File: src/rtl/jt5205_feeder_if.sv
// ROM read bus between the ADPCM feeder (master) and the sample ROM (slave).
// cs/ok handshake: master holds rom_cs with a stable rom_addr until rom_ok.
interface jt5205_feeder_if #(
    parameter int AW = 16
);
    logic [AW-1:0] rom_addr;
    logic          rom_cs;
    logic [7:0]    rom_data;
    logic          rom_ok;

    modport master (output rom_addr, output rom_cs, input rom_data, input rom_ok);
    modport slave  (input rom_addr, input rom_cs, output rom_data, output rom_ok);
endinterface

File: src/rtl/jt5205_feeder.sv
// jt5205_feeder: fetches packed ADPCM bytes from ROM into a 2-byte prefetch
// buffer and hands one nibble to the MSM5205 decoder per sample strobe.
// Optional macro JT5205_FEEDER_LOOP_EN: endless looping playback instead of
// one-shot; only stop or reset ends a looped sample.
module jt5205_feeder #(
    parameter int AW       = 16,
    parameter bit HI_FIRST = 1'b1
) (
    input  logic          clk,
    input  logic          rst_n,
    input  logic          start,
    input  logic          stop,
    input  logic [AW-1:0] start_addr,
    input  logic [AW-1:0] end_addr,
    input  logic          vclk_in,
    jt5205_feeder_if.master rom,
    output logic [3:0]    din,
    output logic          busy,
    output logic          done,
    output logic          underrun
);
    typedef enum logic [1:0] {ST_IDLE, ST_LOAD, ST_PLAY} state_t;

    state_t        state_q, state_d;
    logic [AW-1:0] ptr_q, ptr_d;      // next byte to fetch
    logic [AW-1:0] base_q, base_d;    // latched start address (loop reload)
    logic [AW-1:0] end_q, end_d;
    logic          cs_q, cs_d;
    logic          cs_prev_q, cs_prev_d;
    logic [7:0]    buf0_q, buf0_d;    // buffer head
    logic [7:0]    buf1_q, buf1_d;
    logic          last0_q, last0_d;  // entry holds the end byte
    logic          last1_q, last1_d;
    logic [1:0]    cnt_q, cnt_d;      // bytes held, 0..2
    logic          phase_q, phase_d;  // 0 = first nibble of head byte next
    logic [3:0]    din_q, din_d;
    logic          busy_q, busy_d;
    logic          done_q, done_d;
    logic          underrun_q, underrun_d;
    logic          fetched_q, fetched_d; // end byte already fetched
    logic          eos_q, eos_d;      // last nibble of the end byte is out

    logic          capture;
    logic          strobe;
    logic          pop;
    logic          last_hit;
    logic          one_shot_end;
    logic [1:0]    cnt_mid;
    logic [3:0]    nib_first;
    logic [3:0]    nib_second;

    assign nib_first  = HI_FIRST ? buf0_q[7:4] : buf0_q[3:0];
    assign nib_second = HI_FIRST ? buf0_q[3:0] : buf0_q[7:4];

    // Next-state: control, fetch handshake, buffer and nibble output.
    always_comb begin
        state_d    = state_q;
        ptr_d      = ptr_q;
        base_d     = base_q;
        end_d      = end_q;
        cs_d       = cs_q;
        cs_prev_d  = cs_q;
        buf0_d     = buf0_q;
        buf1_d     = buf1_q;
        last0_d    = last0_q;
        last1_d    = last1_q;
        cnt_d      = cnt_q;
        phase_d    = phase_q;
        din_d      = din_q;
        busy_d     = busy_q;
        done_d     = 1'b0;
        underrun_d = underrun_q;
        fetched_d  = fetched_q;
        eos_d      = eos_q;
        pop        = 1'b0;
        cnt_mid    = cnt_q;
        // ok only counts once cs has been up a full cycle, so a leftover ok
        // from the previous address is never captured.
        capture    = cs_q & cs_prev_q & rom.rom_ok;
        strobe     = (state_q == ST_PLAY) & vclk_in;
        last_hit   = (ptr_q == end_q);
`ifdef JT5205_FEEDER_LOOP_EN
        one_shot_end = 1'b0;
`else
        one_shot_end = strobe & eos_q;
`endif

        if (stop) begin
            state_d = ST_IDLE;
            busy_d  = 1'b0;
            cs_d    = 1'b0;
        end else if (start) begin
            // Restart: any outstanding request is dropped (cs low one cycle).
            state_d    = ST_LOAD;
            ptr_d      = start_addr;
            base_d     = start_addr;
            end_d      = end_addr;
            cs_d       = 1'b0;
            busy_d     = 1'b1;
            underrun_d = 1'b0;
            cnt_d      = 2'd0;
            phase_d    = 1'b0;
            fetched_d  = 1'b0;
            eos_d      = 1'b0;
        end else if (state_q != ST_IDLE) begin
            if (strobe && eos_q) begin
                done_d = 1'b1;
                eos_d  = 1'b0;
            end
            if (one_shot_end) begin
                state_d = ST_IDLE;
                busy_d  = 1'b0;
                din_d   = 4'd0;
                cs_d    = 1'b0;
            end else begin
                if (strobe) begin
                    if (cnt_q == 2'd0) begin
                        underrun_d = 1'b1;
                    end else begin
                        din_d   = phase_q ? nib_second : nib_first;
                        phase_d = ~phase_q;
                        if (phase_q) begin
                            pop = 1'b1;
                            if (last0_q) eos_d = 1'b1;
                        end
                    end
                end
                if (pop) begin
                    buf0_d  = buf1_q;
                    last0_d = last1_q;
                    cnt_mid = cnt_q - 2'd1;
                end
                if (capture) begin
                    if (cnt_mid == 2'd0) begin
                        buf0_d  = rom.rom_data;
                        last0_d = last_hit;
                    end else begin
                        buf1_d  = rom.rom_data;
                        last1_d = last_hit;
                    end
                    cnt_mid = cnt_mid + 2'd1;
                    cs_d    = 1'b0;
                    ptr_d   = ptr_q + 1'b1;
                    if (last_hit) begin
`ifdef JT5205_FEEDER_LOOP_EN
                        // Wrap the fetch pointer now so the next pass is
                        // already prefetched when the end-of-sample strobe hits.
                        ptr_d = base_q;
`else
                        fetched_d = 1'b1;
`endif
                    end
                end else if (!cs_q && !fetched_q && cnt_q != 2'd2) begin
                    cs_d = 1'b1;
                end
                cnt_d = cnt_mid;
                if (state_q == ST_LOAD && (cnt_q == 2'd2 || fetched_q))
                    state_d = ST_PLAY;
            end
        end
    end

    // State register with synchronous active-low reset.
    always_ff @(posedge clk) begin
        if (!rst_n) begin
            state_q    <= ST_IDLE;
            ptr_q      <= '0;
            base_q     <= '0;
            end_q      <= '0;
            cs_q       <= 1'b0;
            cs_prev_q  <= 1'b0;
            buf0_q     <= 8'd0;
            buf1_q     <= 8'd0;
            last0_q    <= 1'b0;
            last1_q    <= 1'b0;
            cnt_q      <= 2'd0;
            phase_q    <= 1'b0;
            din_q      <= 4'd0;
            busy_q     <= 1'b0;
            done_q     <= 1'b0;
            underrun_q <= 1'b0;
            fetched_q  <= 1'b0;
            eos_q      <= 1'b0;
        end else begin
            state_q    <= state_d;
            ptr_q      <= ptr_d;
            base_q     <= base_d;
            end_q      <= end_d;
            cs_q       <= cs_d;
            cs_prev_q  <= cs_prev_d;
            buf0_q     <= buf0_d;
            buf1_q     <= buf1_d;
            last0_q    <= last0_d;
            last1_q    <= last1_d;
            cnt_q      <= cnt_d;
            phase_q    <= phase_d;
            din_q      <= din_d;
            busy_q     <= busy_d;
            done_q     <= done_d;
            underrun_q <= underrun_d;
            fetched_q  <= fetched_d;
            eos_q      <= eos_d;
        end
    end

    // rom_cs is gated by reset so a request drops in the very cycle reset is seen.
    assign rom.rom_cs   = cs_q & rst_n;
    assign rom.rom_addr = ptr_q;
    assign din          = din_q;
    assign busy         = busy_q;
    assign done         = done_q;
    assign underrun     = underrun_q;
endmodule
File: src/flat_wrapper.sv
// flat-port wrapper written by rule: the top's interface ports become plain ports
module jt5205_feeder_flat 
#(
    parameter int AW       = 16,
    parameter bit HI_FIRST = 1'b1
)
  (clk, rst_n, start, stop, start_addr, end_addr, vclk_in, din, busy, done, underrun, rom_rom_addr, rom_rom_cs, rom_rom_data, rom_rom_ok);
  jt5205_feeder_if #(.AW(AW)) rom_i ();
  input  logic clk;
  input  logic rst_n;
  input  logic start;
  input  logic stop;
  input  logic [AW-1:0] start_addr;
  input  logic [AW-1:0] end_addr;
  input  logic vclk_in;
  output logic [3:0] din;
  output logic busy;
  output logic done;
  output logic underrun;
  output wire logic [$bits(rom_i.rom_addr)-1:0] rom_rom_addr;
  output wire logic [$bits(rom_i.rom_cs)-1:0] rom_rom_cs;
  input wire logic [$bits(rom_i.rom_data)-1:0] rom_rom_data;
  input wire logic [$bits(rom_i.rom_ok)-1:0] rom_rom_ok;
  assign rom_rom_addr = rom_i.rom_addr;
  assign rom_rom_cs = rom_i.rom_cs;
  assign rom_i.rom_data = rom_rom_data;
  assign rom_i.rom_ok = rom_rom_ok;
  jt5205_feeder #(.AW(AW), .HI_FIRST(HI_FIRST)) u_core (.clk(clk), .rst_n(rst_n), .start(start), .stop(stop), .start_addr(start_addr), .end_addr(end_addr), .vclk_in(vclk_in), .rom(rom_i), .din(din), .busy(busy), .done(done), .underrun(underrun));
endmodule
File: config.mk
export PLATFORM = sky130hd
export DESIGN_NAME = jt5205_feeder_flat
export DESIGN_NICKNAME = d
export VERILOG_FILES = /design/src/rtl/jt5205_feeder_if.sv /design/src/rtl/jt5205_feeder.sv /design/src/flat_wrapper.sv
export SDC_FILE = /design/constraint.sdc
export NUM_CORES = 1
export LEC_CHECK = 0
export ABC_AREA = 1
export BUFFER_PORTS_ARGS = -buffer_cell sky130_fd_sc_hd__buf_2
export CAP_MARGIN = 40
export CORE_MARGIN = 2
export CORE_UTILIZATION = 55
export DETAILED_ROUTE_END_ITERATION = 7
export PLACE_DENSITY = 0.8
export SLEW_MARGIN = 20
export SYNTH_ARGS = -nofsm -noshare
export SYNTH_HDL_FRONTEND = slang
export SYNTH_SLANG_ARGS = --single-unit
File: constraint.sdc
create_clock -name clk -period 3 [get_ports clk]
set_clock_uncertainty 0.05 [all_clocks]
set_input_delay 0.45 -clock clk [delete_from_list [all_inputs] [get_ports clk]]
set_output_delay 0.45 -clock clk [all_outputs]
set_load 0.02 [all_outputs]
==> flow_metrics.py <==
metrics = {
    "clock_network": {
        "numCtsBuffers": 9,
        "clk_pin_slew_ns": 0.07,
        "root_buffer": "clkbuf_8",
        "clkLatencyLatePin_ns": 0.35,
        "post_cts_resized": 0,
        "clock-sinks": 66,
        "cts-hold-fix-buffers": 0,
        "clock_path_buffers": 2,
        "htree_num_levels": 3,
        "cts_setup_buffers": 0,
        "cts_tree": "built",
    },
    "global_routing": {
        "grt_first_pass_wirelength_mm": 14.3,
        "track_usage_pct": 24.7,
        "grt_remaining_overflow": 0,
        "antenna_found_initial": 0,
        "grt_max_degree": 44,
        "grt_pass1_vias": 3266,
    },
    "worst_setup_path": {
        "r2r_start": "u_core.cnt_q[0]$_SDFFE_PN0P_",
        "cp_data_arrival_time_ns": 2.73,
        "crit_path_frequent_cell": "nand2_1",
        "cp_slowest_stage_delay_ns": 0.35,
        "worst-r2r-setup-slack_ns": 0.47,
        "r2r_cells": 14,
        "cp_data_required_time_ns": 3.20,
        "slowest_stage": "dfxtp_1",
        "cp_max_fo": 10,
        "cp_cell_sequence": "inv_1 > ha_1 > inv_1 > nand2_1 > nor2_4 > inv_1 > nand2_1 > nand2_1 > ha_1 > nand2_2 > clkinv_1 > nand2_1 > nand3_1 > o211a_1",
        "setup.worst_path.end_class": "register",
        "cp-start-kind": "register",
        "cp_top_family": "simple AND/OR/NAND/NOR gates",
        "worst-path-buf-inv": 4,
        "crit_type": "register to register",
        "timing.rr.end": "u_core.buf0_q[2]$_SDFFE_PN0P_",
    },
    "logic_synthesis": {
        "ys_ff_latch": 66,
        "async_flop_share_pct": 0,
        "ys.flop_type": "dfxtp_1",
        "synth_edf_count": 0,
        "synthDistinctLibCells": 36,
        "synth.most_common_cell": "nand2_1",
        "syn-num-nets": 585,
        "syn-cell-area_um2": 3580,
        "ys_seq_area_share_pct": 36.9,
        "synth_area_leader_cell": "dfxtp_1",
        "synth_area_leaders": "dfxtp_1, nand2_1, a21oi_1, inv_1, nor2_1",
        "synth_common_cells": "nand2_1, dfxtp_1, inv_1",
        "synth_top_area_share_pct": 36.9,
        "synth_cells": 535,
        "synth-warning-count": 0,
        "avgSynthCellArea_um2": 6.70,
    },
    "timing": {
        "hold_violations": 0,
        "fin_crit_sh_pct": 84.5,
        "holdWs_ns": 0.282,
        "fin_crit_ns": 2.53,
        "slew-limit-headroom_pct": 59.4,
        "tightest_slew_ns": 0.606,
        "drv_slew": 0,
        "finalSetupTns_ns": 0,
        "rsz0062_at_grt": "no",
        "max_clock_freq_mhz": 395,
        "finalSetupViolCount": 0,
    },
    "detailed_routing": {
        "drt_iter0_drc": 281,
        "wl_mm": 8.40,
        "drt_drc_violations_left": 0,
        "antenna_left": 0,
        "vias": 3568,
        "wire_per_inst_um": 12.4,
        "vias_per_cell": 5.25,
        "drt_pass1_iterations": 5,
    },
    "place": {
        "place_hpwl_mm": 6.13,
        "routabilityCongestion": 0.890,
        "io_buffers": 69,
    },
    "floorplan": {
        "initial_core_util_pct": 56.8,
        "fp.dieW_um": 84.7,
        "num_rows": 29,
        "die_h_um": 84.7,
        "core-area_um2": 6310,
        "io_pins": 70,
        "die_area_um2": 7180,
    },
    "worst_hold_path": {
        "hold_start": "rom_rom_data[4]",
        "worstHoldPathType": "input port to register",
        "worstHoldEndpoint": "u_core.buf1_q[4]$_SDFFE_PN0P_",
        "min_path_cells": 3,
    },
    "power_and_ir_drop": {
        "leakagePower_nw": 1.84,
        "irDropWorstVdd_mv": 0.370,
        "total_power_mw": 1.87,
        "power_density_nw_per_um2": 456,
    },
    "layout": {
        "multi_input_area_um2": 1900,
        "synthToLayoutAreaGrowth_pct": 14.5,
        "fin_util_pct": 65.0,
        "num-fill-cells": 608,
        "regArea_um2": 1320,
        "drive_gt1_share_pct": 18.9,
        "nets": 647,
        "antenna_cells": 0,
    },
    "run_status": {
        "status": "completed",
    },
    "flow_run": {
        "maxCapViolations": 0,
    },
}
## registers in the layout, indices dropped and copies added (netlist names)
register,count
u_core.phase_q,1
u_core.buf0_q,8
u_core.underrun,1
u_core.last0_q,1
u_core.din,4
u_core.state_q,2
u_core.last1_q,1
u_core.end_q,16
u_core.cs_prev_q,1
u_core.buf1_q,8
u_core.fetched_q,1
u_core.done,1
u_core.rom.rom_addr,16
u_core.eos_q,1
u_core.busy,1
u_core.cnt_q,2
u_core.cs_prev_d,1
## per-layer routing
| metal | part of all wire (%) | global-route usage [%] |
|---|---|---|
| met3 | 6.4 | 6.59 |
| met1 | 43 | 29.6 |
| met4 | 2.6 | 10.4 |
| met5 | 0 | 0 |
| met2 | 48 | 41.8 |
## worst max-delay path by stage
stage / start / endpoint / slack (ns) / cells past startpoint
after floorplan: u_core.cnt_q[0]$_SDFFE_PN0P_ / u_core.last0_q$_SDFFE_PN0P_ / 0.80 / 15
after global routing: u_core.cnt_q[1]$_SDFFE_PN0P_ / u_core.buf0_q[1]$_SDFFE_PN0P_ / 0.17 / 14
after CTS: u_core.cnt_q[0]$_SDFFE_PN0P_ / u_core.buf0_q[2]$_SDFFE_PN0P_ / 0.47 / 14
final: u_core.cnt_q[0]$_SDFFE_PN0P_ / u_core.buf0_q[2]$_SDFFE_PN0P_ / 0.47 / 14
after global placement: u_core.cnt_q[0]$_SDFFE_PN0P_ / u_core.buf0_q[1]$_SDFFE_PN0P_ / 0.53 / 14
after detailed placement: u_core.cnt_q[0]$_SDFFE_PN0P_ / u_core.buf0_q[3]$_SDFFE_PN0P_ / 0.49 / 14
## cells by family after synthesis
logic type                 Yosys count  synth area share (%)
AOI/OAI and AO/OA                  117                  18.6
adders and majority gates            4                  1.40
buffers and inverters               83                  10.1
DFF                                 66                  36.9
muxes                                1                 0.314
and+or+nand+nor                    264                  32.7
## power breakdown
part / switching, mW / internal (mW)
logic: 0.138 / 0.0785
clock network: 0.350 / 0.381
registers: 0.0229 / 0.901
## metrics by stage
step	cell area, µm²	cells	setup WS, ns
after detailed placement	3920	663	0.486
final	4100	679	0.466
after CTS	4100	679	0.473
after floorplan	3580	535	0.798
after global placement	3920	663	0.534
after global routing	4100	679	0.175
## cell usage in the layout (no fill, tap or decap), types with 6 or more instances in the layout
master,count
nand2_1,146
buf_2,69
dfxtp_1,66
inv_1,57
nor2_1,55
a21oi_1,52
o21ai_0,40
nand3_1,30
nor3_1,9
clkbuf_8,9
o21ai_1,6
## worst min-delay path: cells and delay by family
kind | cells | cell delay (ns)
buf+inv | 1 | 0.09
simple gates | 2 | 0.12
## area by class of cell
| cell class | instances | share of cell area, % |
|---|---|---|
| Multi-Input combinational cell | 386 | 46.3 |
| Sequential cell | 66 | 32.2 |
| Timing Repair Buffer | 71 | 8.78 |
| Inverter | 63 | 5.82 |
| Clock buffer | 11 | 3.20 |
| Tap cell | 77 | 2.35 |
| Clock inverter | 5 | 1.34 |
(Power assumes the default switching activity.)
